## config.mk

```make
export PLATFORM = sky130hd
export DESIGN_NAME = mult_lut_seq_ctrl
export DESIGN_NICKNAME = d
export VERILOG_FILES = /design/src/rtl/mult_lut_seq_ctrl_pkg.sv /design/src/rtl/mult_lut_digit.sv /design/src/rtl/mult_lut_seq_ctrl.sv
export SDC_FILE = /design/constraint.sdc
export NUM_CORES = 1
export LEC_CHECK = 0
export CORE_MARGIN = 2
export CORE_UTILIZATION = 30
export CTS_CLUSTER_SIZE = 30
export DETAILED_ROUTE_END_ITERATION = 8
export DONT_BUFFER_PORTS = 1
export PLACE_DENSITY = 0.5
export SLEW_MARGIN = 25
export SYNTH_ARGS = -nofsm -noshare
export SYNTH_HDL_FRONTEND = slang
export SYNTH_HIERARCHICAL = 1
export SYNTH_SLANG_ARGS = --single-unit
```

## constraint.sdc

```tcl
create_clock -name Clock -period 6.7 [get_ports Clock]
set_input_delay 0 -clock Clock [delete_from_list [all_inputs] [get_ports Clock]]
set_output_delay 0 -clock Clock [all_outputs]
set_load 0.1 [all_outputs]
```

## src/rtl/mult_lut_seq_ctrl_pkg.sv

```systemverilog
// Shared definitions for the sequential LUT multiplier: FSM state encoding
// and the width of one multiplier digit consumed per RUN cycle.
package mult_lut_seq_ctrl_pkg;

    typedef enum logic [1:0] {
        ST_IDLE = 2'd0,
        ST_RUN  = 2'd1,
        ST_DONE = 2'd2
    } state_e;

    localparam int DIGIT_W = 2;

endpackage

```

## src/rtl/mult_lut_digit.sv

```systemverilog
// One 2-bit digit slice of the LUT multiplier: selects 0, A, 2A or 3A
// according to the multiplier digit D.
module mult_lut_digit
    import mult_lut_seq_ctrl_pkg::*;
#(
    parameter int WIDTH = 16
) (
    input  logic [WIDTH-1:0]   A,
    input  logic [DIGIT_W-1:0] D,
    output logic [WIDTH+1:0]   P
);

    logic [WIDTH+1:0] aOne;
    logic [WIDTH+1:0] aTwo;

    assign aOne = {2'b00, A};
    assign aTwo = {1'b0, A, 1'b0};

    always_comb begin
        P = '0;
        case (D)
            2'd0:    P = '0;
            2'd1:    P = aOne;
            2'd2:    P = aTwo;
            default: P = aTwo + aOne;
        endcase
    end

endmodule

```

## src/rtl/mult_lut_seq_ctrl.sv

```systemverilog
// Sequencing controller for the LUT multiplier: reuses one digit slice over
// up to WIDTH/2 cycles, with valid/ready input and valid/ack output handshakes.
module mult_lut_seq_ctrl
    import mult_lut_seq_ctrl_pkg::*;
#(
    parameter int WIDTH      = 16,
    parameter bit EARLY_EXIT = 1'b1
) (
    input  logic               Clock,
    input  logic               Reset,
    input  logic               iValid,
    output logic               oReady,
    input  logic [WIDTH-1:0]   iDato_A,
    input  logic [WIDTH-1:0]   iDato_B,
    output logic               oValid,
    input  logic               iAck,
    output logic [2*WIDTH-1:0] oResult,
    output logic               oBusy
);

    localparam int CNT_W = $clog2(WIDTH/2);
    localparam logic [CNT_W-1:0] LAST_CNT = CNT_W'(WIDTH/2 - 1);

    state_e             state_q;
    logic               ready_q, valid_q, busy_q;
    logic [2*WIDTH-1:0] result_q;

    logic [WIDTH-1:0]   rA_q, rA_d;
    logic [WIDTH-1:0]   rB_q, rB_d;
    logic [CNT_W-1:0]   count_q, count_d;
    logic [2*WIDTH-1:0] acc_q, acc_d;

    logic [WIDTH+1:0]   partial;
    logic [2*WIDTH-1:0] partialExt;
    logic [CNT_W:0]     shAmt;
    logic [2*WIDTH-1:0] accSum;
    logic               lastStep;

    mult_lut_digit #(.WIDTH(WIDTH)) uDigit (
        .A(rA_q),
        .D(rB_q[DIGIT_W-1:0]),
        .P(partial)
    );

    // Each digit is worth 4^count, so the partial product shifts by 2*count bits.
    assign partialExt = {{(2*WIDTH-(WIDTH+2)){1'b0}}, partial};
    assign shAmt      = {count_q, 1'b0};
    assign accSum     = acc_q + (partialExt << shAmt);
    assign lastStep   = (count_q == LAST_CNT) ||
                        (EARLY_EXIT && ((rB_q >> DIGIT_W) == '0));

    always_comb begin
        rA_d    = rA_q;
        rB_d    = rB_q;
        count_d = count_q;
        acc_d   = acc_q;
        case (state_q)
            ST_IDLE: begin
                if (iValid) begin
                    rA_d    = iDato_A;
                    rB_d    = iDato_B;
                    count_d = '0;
                    acc_d   = '0;
                end
            end
            ST_RUN: begin
                acc_d   = accSum;
                rB_d    = rB_q >> DIGIT_W;
                count_d = lastStep ? count_q : count_q + 1'b1;
            end
            default: ;
        endcase
    end

    always_ff @(posedge Clock or posedge Reset) begin
        if (Reset) begin
            rA_q    <= '0;
            rB_q    <= '0;
            count_q <= '0;
            acc_q   <= '0;
        end else begin
            rA_q    <= rA_d;
            rB_q    <= rB_d;
            count_q <= count_d;
            acc_q   <= acc_d;
        end
    end

    // Handshake outputs are registered alongside the state so no input reaches them combinationally.
    always_ff @(posedge Clock or posedge Reset) begin
        if (Reset) begin
            state_q  <= ST_IDLE;
            ready_q  <= 1'b1;
            valid_q  <= 1'b0;
            busy_q   <= 1'b0;
            result_q <= '0;
        end else begin
            unique case (state_q)
                ST_IDLE: begin
                    if (iValid) begin
                        state_q <= ST_RUN;
                        ready_q <= 1'b0;
                        busy_q  <= 1'b1;
                    end
                end
                ST_RUN: begin
                    if (lastStep) begin
                        state_q  <= ST_DONE;
                        busy_q   <= 1'b0;
                        valid_q  <= 1'b1;
                        result_q <= accSum;
                    end
                end
                ST_DONE: begin
                    if (iAck) begin
                        state_q <= ST_IDLE;
                        valid_q <= 1'b0;
                        ready_q <= 1'b1;
                    end
                end
                default: begin
                    state_q <= ST_IDLE;
                    ready_q <= 1'b1;
                    valid_q <= 1'b0;
                    busy_q  <= 1'b0;
                end
            endcase
        end
    end

    assign oReady  = ready_q;
    assign oValid  = valid_q;
    assign oBusy   = busy_q;
    assign oResult = result_q;

endmodule

```

==> out/qor.yml <==
min_path:
  worstHoldPathType: "in2async"
setup_path:
  path_cells: "ha_1 > fa_1 > a21oi_1 > o21ai_0 > o41ai_2 > o21ai_1 > a2111oi_0 > nor3_1 > mux2_2 > o21ai_0 > mux2i_1 > ha_1 > a21oi_1 > o21ai_0 > nor2_1 > nand4_1 > a2111oi_0 > xor2_1 > o21ai_0"
  worstPathRequired_ns: 6.92
  worst_ep_arrival_time_ns: 5.91
  cp_num_buf_inv: 0
  cp_slowest_cell: "a2111oi_0"
  critPathCaptureType: "flop"
  worst_path_most_repeated_cell: "o21ai_0"
  critPathKind: "reg2reg"
  cp-start-kind: "flop"
  cp_slowest_stage_delay_ns: 0.68
  startpoint: "rA_q[1]"
  critPathTopFamily: "compound AO/OA/AOI/OAI gates"
  reg2reg_from: "rA_q[1]"
  worst-path-max-fanout: 8
timing:
  tightest_slew_ns: 1.04
  fmax_mhz: 176
  layout_min_cycle_time_ns: 5.69
  hold_viol_final: 0
  fin_setup_tns_ns: 0
  whs_ns: 0.175
  fin_crit_sh: 0.849
  rsz0062_at_grt: "no"
  fin_skew_ns: 0.00730
  max_slew_margin: 0.307
  drv_slew: 0
  setup_viol: 0
synthesis:
  synth.area.top_cells: "dfrtp_1, nand2_1, ha_1, o21ai_0, nor2_1"
  async_reset_ff_frac: 1.00
  netlist_top_cells_count: "nand2_1, dfrtp_1, o21ai_0"
  synth_most_common_cell: "nand2_1"
  synth_edf_count: 0
  synth_nets: 1039
  synth_seq_area_share: 0.342
  syn-cell-area_um2: 7620
  synth_area_leader_cell: "dfrtp_1"
  synth_ff_type: "dfrtp_1"
  netlist-cell-type-count: 74
  yosysTopAreaCellShare: 0.338
  synth-seq-cells: 104
  syn_area_per_cell_um2: 8.01
  ys_warn_count: 6
  synthCells: 952
layout:
  instances_no_fill: 1289
  fin_area_um2: 8550
  drive_above_1_share: 0.0563
  num_antenna_cells: 0
  syn_to_final_growth_pct: 12.2
  final_nets: 1041
clock_tree:
  cts_resized: 0
  clock_latency_ns: 0.36
  cts.path.max_buffers: 2
  cts_buffers: 9
  h-tree-depth: 3
  cts_setup_buffers: 0
  clock-sinks: 104
  clk_pin_slew_ns: 0.08
  tritoncts: "yes"
  clockRootBuffer: "clkbuf_16"
floorplanning:
  rows: 58
  dieWidth_um: 163
  start_util: 0.304
  num_io_pins: 71
  core_um2: 25000
  fp.dieH_um: 163
  die-area_um2: 26700
routing:
  wl_um: 21900
  drc: 0
  firstDrtPassIters: 5
  avgViaCountPerCell: 5.21
  wl_per_cell_um: 17.0
  vias: 6721
  first_iter_violations: 434
  ant_nets: 0
global_routing:
  grt_pass1_wl_um: 35800
  grt_pass1_vias: 6568
  grt_max_degree: 63
  grtUsageTotal: 0.169
  antenna_found_initial: 0
  overflow: 0
placed_design:
  dpl.cell_count: 1238
  place.gp.congestion: 0.881
  placedInstanceArea_um2: 7900
  hpwl_um: 16200
  port_buffers: 0
run_status:
  status: "finished, final reports clean"
flow_run:
  maxCapViolCount: 0
==> worst register-to-register path, cell delays in order (launching register included) <==
cell and delay, ns:
dfrtp_1 0.45, ha_1 0.24, fa_1 0.41, a21oi_1 0.20, o21ai_0 0.16, o41ai_2 0.35
o21ai_1 0.18, a2111oi_0 0.50, nor3_1 0.17, mux2_2 0.30, o21ai_0 0.32, mux2i_1 0.18
ha_1 0.42, a21oi_1 0.22, o21ai_0 0.11, nor2_1 0.13, nand4_1 0.20, a2111oi_0 0.68
xor2_1 0.24, o21ai_0 0.10
==> flip-flops by register name, summed over array words and instances, names as in the netlist <==
name / flops
oResult: 32
count_q: 3
acc_q: 32
oReady: 1
oBusy: 1
rA_q: 16
state_q: 2
rB_q: 16
oValid: 1
==> cell type report <==
cell class | instances | area, um2
multi-input combinational | 774 | 4740
inverter | 23 | 88.8
tap | 330 | 413
sequential | 104 | 2610
clock inverter | 7 | 78.8
timing repair buffer | 42 | 403
fill | 2660 | 16500
clock buffer | 9 | 225
==> layout by cell type (no fill, tap or decap), drive strengths merged, types with 24 or more instances in the layout <==
cell type and instances:
nor2 74, dlygate4sd3 35, o21ai 102, ha 49, mux2i 27, dfrtp 103, nand2 189, inv 24
a21oi 55, nand3 40
==> per-layer routing <==
layer,GRT usage,wire length (um)
met3,0.0277,686
met1,0.235,10900
met4,0.0523,472
met2,0.269,9880
met5,0,0
==> worst paths after layout <==
path                               end  slack, ns  cells past startpoint
min in group Clock            rB_q[15]       0.28                      3
setup / recovery             acc_q[28]       1.01                     19
max in group asynchronous  oResult[18]       5.27                      3
setup reg to reg             acc_q[28]       1.01                     19
hold reg to reg              acc_q[28]       0.50                      2
hold / removal                 rB_q[5]       0.18                      2
==> stage by stage <==
| step | worst slack (ns) | util |
|---|---|---|
| floorplan | 2.01 | - |
| global placement | 1.05 | 0.315 |
| detailed placement | 1.11 | 0.315 |
| CTS | 1.05 | 0.342 |
| global route | 0.588 | 0.342 |
| finish | 1.01 | 0.342 |
==> repair_timing <==
action | CTS | global route
endpoints found under the setup margin | 0 | 0
endpoints found under the hold margin | 78 | 0
hold buffers | 35 | 0
==> cells by family (layout without fill, tap and decap cells) <==
kind of cell / Yosys count / after routing / synth area share
AOI/OAI and AO/OA: 263 / 263 / 0.214
muxes: 37 / 37 / 0.0502
xor gates and xnor gates: 39 / 39 / 0.0448
and+or+nand+nor: 384 / 384 / 0.226
buffers and inverters: 74 / 81 / 0.0382
adders and majority gates: 51 / 51 / 0.0857
DFF: 104 / 104 / 0.342
Power is left out: the tool's default activity adds up to more than one toggle a clock period on the data nets, which glitch-free logic cannot reach.
